===== config.mk =====
export PLATFORM = sky130hd
export DESIGN_NAME = mult_arbiter
export DESIGN_NICKNAME = d
export VERILOG_FILES = /design/src/rtl/mult_arb_pkg.sv /design/src/rtl/mult_arb_pick.sv /design/src/rtl/mult_arbiter.sv
export SDC_FILE = /design/constraint.sdc
export NUM_CORES = 1
export LEC_CHECK = 0
export CAP_MARGIN = 30
export CORE_AREA = 2 2 181 183
export CTS_CLUSTER_SIZE = 28
export DETAILED_ROUTE_END_ITERATION = 8
export DIE_AREA = 0 0 183 185
export SLEW_MARGIN = 0
export SYNTH_ARGS = -nofsm -noshare
export SYNTH_HDL_FRONTEND = slang
export SYNTH_SLANG_ARGS = --single-unit

===== constraint.sdc =====
create_clock -name clk -period 1.55 [get_ports clk]
set_input_delay 0.2325 -clock clk [delete_from_list [all_inputs] [get_ports clk]]
set_output_delay 0.2325 -clock clk [all_outputs]
set_load 0.01 [all_outputs]

===== src/rtl/mult_arb_pkg.sv =====
// Shared types and widths for the mult_arbiter slice.
package mult_arb_pkg;

    localparam int MULT_W         = 32;
    localparam int PROD_W         = 64;
    localparam int MULT_ARB_N_REQ = 4;

    typedef enum logic [2:0] {
        IDLE  = 3'd0,
        ISSUE = 3'd1,
        WAIT  = 3'd2,
        RUN   = 3'd3,
        DONE  = 3'd4
    } mult_arb_state_t;

endpackage


===== src/rtl/mult_arb_pick.sv =====
// Combinational winner select for mult_arbiter.
// MULT_ARB_RR_EN selects round-robin from ptr; otherwise fixed priority, lowest index wins.
module mult_arb_pick
    import mult_arb_pkg::*;
#(
    parameter int N_REQ = MULT_ARB_N_REQ,
    parameter int ID_W  = $clog2(N_REQ)
) (
    input  logic [N_REQ-1:0] req,
`ifdef MULT_ARB_RR_EN
    input  logic [ID_W-1:0]  ptr,
`endif
    output logic [N_REQ-1:0] win_onehot,
    output logic [ID_W-1:0]  win_idx,
    output logic             win_valid
);

`ifdef MULT_ARB_RR_EN
    int unsigned j;

    // Scan from ptr upward, wrapping past N_REQ-1 back to 0.
    always_comb begin
        win_onehot = '0;
        win_idx    = '0;
        win_valid  = 1'b0;
        j          = 0;
        for (int unsigned i = 0; i < N_REQ; i++) begin
            j = (32'(ptr) + i) % N_REQ;
            if (!win_valid && req[j]) begin
                win_valid  = 1'b1;
                win_idx    = ID_W'(j);
                win_onehot = N_REQ'(1) << j;
            end
        end
    end
`else
    always_comb begin
        win_onehot = '0;
        win_idx    = '0;
        win_valid  = 1'b0;
        for (int unsigned i = 0; i < N_REQ; i++) begin
            if (!win_valid && req[i]) begin
                win_valid  = 1'b1;
                win_idx    = ID_W'(i);
                win_onehot = N_REQ'(1) << i;
            end
        end
    end
`endif

endmodule


===== src/rtl/mult_arbiter.sv =====
// Shares one mult32x32 between N_REQ requesters: arbitrate, issue, wait, return product.
// Define MULT_ARB_RR_EN for round-robin arbitration; default is fixed priority.
module mult_arbiter
    import mult_arb_pkg::*;
#(
    parameter int N_REQ = MULT_ARB_N_REQ,
    parameter int ID_W  = $clog2(N_REQ)
) (
    input  logic              clk,
    input  logic              reset,
    input  logic [N_REQ-1:0]  req,
    input  logic [MULT_W-1:0] req_a [N_REQ],
    input  logic [MULT_W-1:0] req_b [N_REQ],
    output logic [N_REQ-1:0]  grant,
    output logic [N_REQ-1:0]  done,
    output logic [PROD_W-1:0] result,
    output logic [ID_W-1:0]   result_id,
    output logic              arb_busy,
    output logic              mult_start,
    output logic [MULT_W-1:0] mult_a,
    output logic [MULT_W-1:0] mult_b,
    input  logic              mult_busy,
    input  logic [PROD_W-1:0] mult_product
);

    mult_arb_state_t  state;
    logic [ID_W-1:0]  id;
    logic [N_REQ-1:0] sel_onehot;
    logic [N_REQ-1:0] win_onehot;
    logic [ID_W-1:0]  win_idx;
    logic             win_valid;

`ifdef MULT_ARB_RR_EN
    logic [ID_W-1:0]  ptr;
`endif

    mult_arb_pick #(
        .N_REQ (N_REQ),
        .ID_W  (ID_W)
    ) u_pick (
        .req        (req),
`ifdef MULT_ARB_RR_EN
        .ptr        (ptr),
`endif
        .win_onehot (win_onehot),
        .win_idx    (win_idx),
        .win_valid  (win_valid)
    );

    always_ff @(posedge clk) begin
        if (reset) begin
            state      <= IDLE;
            id         <= '0;
            sel_onehot <= '0;
            mult_a     <= '0;
            mult_b     <= '0;
            result     <= '0;
            result_id  <= '0;
`ifdef MULT_ARB_RR_EN
            ptr        <= '0;
`endif
        end else begin
            case (state)
                IDLE: begin
                    if (win_valid) begin
                        mult_a     <= req_a[win_idx];
                        mult_b     <= req_b[win_idx];
                        id         <= win_idx;
                        sel_onehot <= win_onehot;
`ifdef MULT_ARB_RR_EN
                        ptr        <= (win_idx == ID_W'(N_REQ - 1)) ? '0 : win_idx + 1'b1;
`endif
                        state      <= ISSUE;
                    end
                end
                ISSUE: state <= WAIT;
                WAIT: begin
                    if (mult_busy)
                        state <= RUN;
                end
                RUN: begin
                    if (!mult_busy) begin
                        result    <= mult_product;
                        result_id <= id;
                        state     <= DONE;
                    end
                end
                DONE:    state <= IDLE;
                default: state <= IDLE;
            endcase
        end
    end

    // Pulses decode from state so a reset drops them on the same edge.
    assign mult_start = (state == ISSUE);
    assign grant      = (state == ISSUE) ? sel_onehot : '0;
    assign done       = (state == DONE) ? (N_REQ'(1) << result_id) : '0;
    assign arb_busy   = (state != IDLE);

endmodule


# Yosys cells after proc, flatten, opt, wreduce, memory -nomap -nowiden
# Index checks and enable logic that the tools add are counted.
# W data, S select, Z words.
[totals] register_bits=139 inputBits=327 output_inout_bits=140 word_cells=52
[classes] order_cmp=1 n_eq_ne=7 shift=1 mux=23 n_bitwise=2 reduce_logical=11
[op_table] operator="$bmux W32 S2" count=2
[op_table] operator="$mux W32" count=4
[op_table] operator="$mux W4" count=5
[op_table] operator="$pmux W3 S4" count=1
[op_table] operator="$mux W3" count=3
[op_table] operator="$eq A3 B2 Y1 const B" count=2
[op_table] operator="$mux W1" count=6
[op_table] operator="$mux W2" count=2
[op_table] operator="$ne A2 B2 Y1 const B" count=2
[op_table] operator="$reduce_and A2 Y1" count=2
[op_table] operator="$shl A1 B2 Y4 const A" count=1
[op_table] operator="$eq A3 B1 Y1 const B" count=1
[op_table] operator="$eq A3 B3 Y1 const B" count=1
[op_table] operator="$ge A3 B3 Y1 const B" count=1
[op_table] operator="$logic_and A1 B1 Y1" count=3
[op_table] operator="$logic_not A1 Y1" count=3
[op_table] operator="$logic_not A3 Y1" count=1
[op_table] operator="$not A2 Y3" count=1
[op_table] operator="$reduce_and A3 Y1" count=1
[op_table] operator="$reduce_bool A3 Y1" count=1
[op_table] operator="$ne A2 B1 Y1 const B" count=1
[op_table] operator="$not A1 Y1" count=1

# Longest topological paths before layout
# Gate-level depths: netlist (run 1).
[logic_depth] depth_word=14 mapped_depth=7 ltp_nobuf=4

# Cells and area by module
# From an unflattened synthesis (run 1), not the netlist that was laid out.
[unflattened] hier_cells=563 area_unflattened_um2=6288.5
[by_module_without_submodules] module="mult_arbiter" n_inst=1 cells_each=553 area_each_um2=6233.5 seq_area_each_um2=2782.7
[by_module_without_submodules] module="mult_arb_pick" n_inst=1 cells_each=10 area_each_um2=55.1 seq_area_each_um2=0.0

# Worst setup path after synthesis (run 1)
# OpenSTA, ideal clock, no wires.
[synth_timing] path_kind="reg2reg" start="reg state[1]" end="reg mult_a[21]" setup_ps=134 t_arrival_ps=1391 t_required_ps=1416 slack_ps=25 stages_incl_launch_ff=8 n_path_buf=3 period_less_slack_ps=1525 cell_sequence="dfxtp_1 buf_2 nor3_4 inv_2 buf_2 buf_4 a221oi_1 a211oi_1"
[synth_between] elab_chain_cells=2
[synth_rtl] item="start: declaration" line_no="mult_arbiter.sv:26" text="mult_arb_state_t state;"
[synth_rtl] item="start signal: assignment" line_no="mult_arbiter.sv:52" text="state <= IDLE;"
[synth_rtl] item="start signal: assignment" line_no="mult_arbiter.sv:73" text="state <= ISSUE;"
[synth_rtl] item="start signal: assignment" line_no="mult_arbiter.sv:76" text="ISSUE: state <= WAIT;"
[synth_rtl] item="$logic_not A3 Y1" line_no="mult_arbiter.sv:63" text="case (state)"
[synth_rtl] item="$reduce_and A2 Y1 (no line)"
[synth_rtl] item="end signal: assignment" line_no="mult_arbiter.sv:66" text="mult_a <= req_a[win_idx];"
[synth_rtl] item="end: declaration" line_no="mult_arbiter.sv:20" text="output logic [MULT_W-1:0] mult_a,"
# No other way between the ends.
# A chain may end at the register's enable or synchronous reset.

# Final worst setup path (run 1)
[layout_timing] start="reg state[0]" end="reg mult_b[27]"
[layout_between] elab_chain_cells=2
[layout_rtl] item="$logic_not A3 Y1" line_no="mult_arbiter.sv:63"
[layout_rtl] item="$reduce_and A2 Y1 (no line)"
[layout_rtl] item="end signal: assignment" line_no="mult_arbiter.sv:67" text="mult_b <= req_b[win_idx];"
[layout_rtl] item="end: declaration" line_no="mult_arbiter.sv:21" text="output logic [MULT_W-1:0] mult_b,"
# No other way between the ends.

==> impl_metrics.json, run 1 <==
{
  "hold_viol": 0,
  "place_inst": 1646,
  "fin_skew_ps": 18.33,
  "clock.fmax_ghz": 0.5907,
  "slowest_delay_ps": 360,
  "synth_seq_cells": 139,
  "synth.yosys.seq_area_share_pct": 41.62,
  "critPathTopFamily": "buffers and inverters",
  "fin_cells": 1710,
  "synth_flop_cell": "dfxtp_1",
  "track_usage_pct": 19.63,
  "clk_latency_ps": 430,
  "row_count": 66,
  "syn_inst": 802,
  "fin_area_sq_um": 14300,
  "synthToLayoutAreaGrowth_pct": 113.9,
  "dpl_cell_area_sq_um": 12140,
  "setup_tns_ps": -4770,
  "cts_tree": "done",
  "portBuffers": 466,
  "critical_path_depth": 8,
  "numCtsBuffers": 17,
  "cts_buffer_depth": 2,
  "syn_area_per_cell_sq_um": 8.337,
  "ir_drop_v": 0.0006921,
  "yosysMostFrequentCell": "dfxtp_1",
  "dp_hpwl_um": 23870,
  "multi_input_area_sq_um": 4339,
  "drt_iter0_markers": 375,
  "rsz0062_at_grt": "yes",
  "worstMarginPinSlew_ps": 748.9,
  "total_power_mw": 13.32,
  "drc": 0,
  "p_leak_nw": 6.235,
  "viasPerCell": 4.999,
  "synth_edf_count": 0,
  "grt_first_pass_wirelength_um": 50720,
  "ios": 467,
  "synth_top_cell_area_share_pct": 41.62,
  "ff_latch_area_sq_um": 2794,
  "synth_common_cells": "dfxtp_1, a21oi_1, nand2_1",
  "initial_core_util_pct": 20.87,
  "cts_max_level": 4,
  "drive_above_1_share_pct": 19.48,
  "cp_slowest_cell": "dfxtp_4",
  "n_fill_cell": 3128,
  "arrival_ps": 1990,
  "crit_top_cell": "buf_12",
  "clk_pin_slew_ps": 70,
  "hp-class": "input pin to flop",
  "path_class": "flop to flop",
  "drv_slew": 0,
  "synthArstFlopShare_pct": 0,
  "grt-ovfl-total": 0,
  "end_kind": "flop",
  "die_w_um": 183,
  "status": "finished, violations left",
  "ant_nets": 0,
  "finalSetupViolations": 64,
  "drt-wirelength-per-cell_um": 21.49,
  "rr_worst_depth": 8,
  "fin_ws_ps": -142.8,
  "drtPass1Iterations": 4,
  "yosys.area.top_type": "dfxtp_1",
  "cp_data_required_time_ps": 1850,
  "min_period_ps": 1693,
  "worstHoldPathCells": 2,
  "violations": "negative setup slack",
  "slew_headroom_pct": 49.61,
  "chipHeight_um": 185,
  "crit_chain": "buf_6, nor3_4, inv_2, buf_12, buf_12, buf_16, a221oi_4, a211oi_2",
  "grt_pass1_vias": 8524,
  "core_area_sq_um": 32040,
  "drt_wl_total_um": 36760,
  "synth_area_leaders": "dfxtp_1, a21oi_1, a221oi_1",
  "clock-sinks": 139,
  "place.gp.congestion": 0.8185,
  "grt_max_degree": 68,
  "start_kind": "flop",
  "cts-root-buf": "clkbuf_16",
  "p_per_area_nw_per_um2": 931.6,
  "antenna_found_initial": 3,
  "synth_cell_types": 34,
  "synth_nets": 1129,
  "worstPathMaxFanout": 7,
  "crit_buf_inv": 5,
  "vias": 8549,
  "maxCapViolations": 0,
  "fin_nets": 1613,
  "dieArea_sq_um": 33860,
  "yosys_warnings": 0,
  "final.period_utilization_pct": 109.2,
  "netlist_area_sq_um": 6686
}
[placed cells by master (no fill, tap or decap), types with 2 or more instances in the layout]
cell / netlist / layout
buf_6: 6 / 18
dlymetal6s2s_1: 0 / 38
buf_2: 22 / 4
dfxtp_2: 0 / 3
buf_16: 0 / 8
nor3_4: 2 / 2
clkinvlp_4: 0 / 4
dfxtp_1: 139 / 134
a211oi_1: 64 / 46
buf_4: 14 / 38
clkdlybuf4s50_1: 0 / 322
a221oi_2: 4 / 33
a21o_1: 64 / 64
inv_6: 0 / 3
or2_2: 2 / 2
o22ai_1: 64 / 64
nand2_1: 136 / 135
a21oi_1: 136 / 133
a211oi_2: 0 / 18
nor3b_2: 1 / 3
dlygate4sd2_1: 0 / 93
a221oi_4: 0 / 32
and2_4: 0 / 4
buf_12: 0 / 26
o21ai_2: 0 / 3
dfxtp_4: 0 / 2
diode_2: 0 / 3
a21oi_2: 0 / 3
inv_8: 0 / 5
inv_2: 1 / 2
nor2_1: 4 / 4
clkbuf_16: 0 / 26
buf_8: 0 / 4
nor4_1: 2 / 2
nor3_1: 4 / 4
[state kept, by name, summed over array words and instances, names as in the netlist]
register    count
id              2
mult_a         32
mult_b         32
state           3
sel_onehot      4
result_id       2
result         64
[timing repair]
action	CTS	global route
setup endpoints to repair	163	120
pin swaps	31	43
gates cloned	8	10
gates resized for setup	244	111
hold buffers	0	0
setup buffers	9	5
[report_power, final]
group          internal (mW)  leakage, nW  switching, mW  total (mW)
sequential              3.92         1.14          0.191        4.11
combinational           2.78         4.81           2.17        4.95
clock                   2.33        0.279           1.93        4.26
[metrics by stage]
step	hold WS (ps)	setup WS, ps	utilization [%]
finish	49.16	-142.8	44.63
global route	41.37	-219.9	44.63
CTS	22.99	-142.3	41.87
detailed placement	446.5	-479.2	37.89
global placement	441.1	-486.2	37.89
floorplan	368.5	25.13	-
[cells by family (layout without fill, tap and decap cells)]
family	after synthesis	in the layout	share of synthesized area (%)
AND/OR/NAND/NOR	166	166	11.06
AO/OA/AOI/OAI	399	399	39.95
other	0	3	0
flip-flops	139	139	41.62
buffers and inverters	98	595	7.373
[final timing paths]
path / from / endpoint / slack, ps
min reg2reg: result[53] / result[53] / 450
max: state[0] / mult_b[27] / -140
min: reset / result[0] / 50
max reg2reg: state[0] / mult_b[27] / -140
[cell type report]
type,count,area share (%)
antenna,3,0.05250
timing repair buffer,560,42.29
multi-input combinational,565,30.34
clock buffer,18,3.071
tap,408,3.570
inverter,3,0.07875
clock inverter,14,1.059
sequential,139,19.54
[metal layers]
metal / up-vias / GRT usage (%) / wire (um)
met1: 4094 / 23.40 / 15280
met5: - / 0 / 0
met4: 0 / 6.112 / 771
met2: 394 / 34.27 / 18130
li1: 4015 / - / -
met3: 46 / 5.368 / 2573
Note: power is estimated with default switching activity, not from simulation.
==> run 2: changes to the inputs <==
- SKIP_LAST_GASP: not set -> 1
==> run 2 against run 1 <==
  * The flow still finishes with violations (negative setup slack)
  * Clock power about the same
  * Critical path depth unchanged
  * Setup slack better by 18 ps
  * Combinational power up 5.5%
  * Sequential power up 1%
  * Sequential share of layout area down 0.39 points
  * Register-to-register slack better by 20 ps
==> impl_metrics.json, run 2 (synthesis results as in run 1) <==
{
  "maxCapViolations": 0,
  "track_usage_pct": 19.56,
  "grt_max_degree": 68,
  "cts_max_level": 4,
  "synthToLayoutAreaGrowth_pct": 118.2,
  "viasPerCell": 4.992,
  "numCtsBuffers": 17,
  "crit_buf_inv": 5,
  "finalSetupViolations": 72,
  "path_class": "flop to flop",
  "clock.fmax_ghz": 0.5972,
  "worstMarginPinSlew_ps": 624.6,
  "final.period_utilization_pct": 108.0,
  "slew_headroom_pct": 57.98,
  "status": "finished, violations left",
  "clock-sinks": 139,
  "drc": 0,
  "initial_core_util_pct": 20.87,
  "fin_skew_ps": 20.24,
  "cts_buffer_depth": 2,
  "ios": 467,
  "grt-ovfl-total": 0,
  "chipHeight_um": 185,
  "grt_first_pass_wirelength_um": 50620,
  "end_kind": "flop",
  "drt-wirelength-per-cell_um": 21.42,
  "drtPass1Iterations": 4,
  "hp-class": "input pin to flop",
  "cts_tree": "done",
  "row_count": 66,
  "critPathTopFamily": "buffers and inverters",
  "ant_nets": 0,
  "core_area_sq_um": 32040,
  "rsz0062_at_grt": "yes",
  "vias": 8556,
  "drv_slew": 0,
  "portBuffers": 466,
  "arrival_ps": 1970,
  "clk_latency_ps": 430,
  "drt_iter0_markers": 296,
  "worstPathMaxFanout": 7,
  "dp_hpwl_um": 23870,
  "layout_commonest_cell": "clkdlybuf4s50_1",
  "place.gp.congestion": 0.8185,
  "cp_data_required_time_ps": 1850,
  "crit_chain": "buf_6, nor3_4, inv_2, buf_12, buf_12, buf_16, a221oi_4, a211oi_1",
  "p_leak_nw": 6.293,
  "die_w_um": 183,
  "final_cell_mix": "clkdlybuf4s50_1, nand2_1, dfxtp_1",
  "drive_above_1_share_pct": 22.18,
  "fin_ws_ps": -124.4,
  "dieArea_sq_um": 33860,
  "hold_viol": 0,
  "drt_wl_total_um": 36710,
  "n_fill_cell": 3089,
  "antenna_found_initial": 3,
  "crit_top_cell": "buf_12",
  "slowest_delay_ps": 360,
  "postCtsHoldBufs": 0,
  "ir_drop_v": 0.0007182,
  "grt_pass1_vias": 8509,
  "fin_nets": 1617,
  "setup_tns_ps": -3613,
  "start_kind": "flop",
  "largest_reg_flops": 64,
  "clk_pin_slew_ps": 70,
  "hold_slack_ps": 49.06,
  "reg_top3": "result: 64 flops, mult_a: 32 flops, mult_b: 32 flops",
  "cts-root-buf": "clkbuf_16",
  "cp_slowest_cell": "dfxtp_4",
  "violations": "negative setup slack",
  "p_per_area_nw_per_um2": 933.9,
  "largest_register": "result",
  "min_period_ps": 1674
}
==> run 2: cell type report <==
cell class / instances / area (sq um) / share of cell area, %
clock buffers: 18 / 439.2 / 3.010
multi-input cells: 565 / 4574 / 31.35
clock inverters: 14 / 151.4 / 1.038
well taps: 408 / 510.5 / 3.499
diodes: 3 / 7.507 / 0.05145
inverters: 3 / 11.26 / 0.07717
flip-flops and latches: 139 / 2794 / 19.15
repair buffers: 564 / 6103 / 41.83
==> run 2: worst register-to-register path, cell delays in order (launching register included) <==
cell	delay [ps]
dfxtp_4	360
buf_6	120
nor3_4	180
inv_2	90
buf_12	160
buf_12	140
buf_16	150
a221oi_4	240
a211oi_1	120
==> run 2: routing by layer <==
| metal | routed length [um] | share of wire, % | vias to the layer above | track usage (%) |
|---|---|---|---|---|
| met5 | 0 | 0 | - | 0 |
| met4 | 866 | 2.4 | 0 | 6.080 |
| met3 | 2636 | 7.2 | 46 | 5.427 |
| met2 | 17980 | 49 | 384 | 34.20 |
| met1 | 15230 | 41 | 4093 | 23.25 |
| li1 | - | - | 4033 | - |
==> run 2: final timing paths <==
| kind | from | to | slack [ps] | cells after the start |
|---|---|---|---|---|
| setup reg to reg | state[0] | mult_b[27] | -120 | 8 |
| setup / recovery | state[0] | mult_b[27] | -120 | 8 |
| hold / removal | reset | result[0] | 50 | 2 |
| hold reg to reg | result[25] | result[25] | 450 | 2 |
==> run 2: repair_timing <==
| action | in CTS | in global routing |
|---|---|---|
| cloned | 8 | 11 |
| pin swaps | 30 | 58 |
| gates resized for setup | 234 | 164 |
| setup buffers | 9 | 9 |
| endpoints found under the setup margin | 163 | 120 |
==> run 2: per-stage QoR <==
step / area [sq um] / utilization (%) / std cells / power, mW / setup WS [ps]
floorplan: 6686 / - / 802 / 5.621 / 25.13
global route: 14590 / 45.54 / 1714 / 14.27 / -202.5
global placement: 12140 / 37.89 / 1646 / 7.859 / -486.2
finish: 14590 / 45.54 / 1714 / 13.63 / -124.4
detailed placement: 12140 / 37.89 / 1646 / 7.872 / -479.2
CTS: 13360 / 41.69 / 1694 / 12.77 / -153.7
==> run 2: power by group <==
part           switching [mW]  internal, mW
registers               0.232          3.92
clock network            1.92          2.33
logic                    2.28          2.94
total                    4.43          9.19
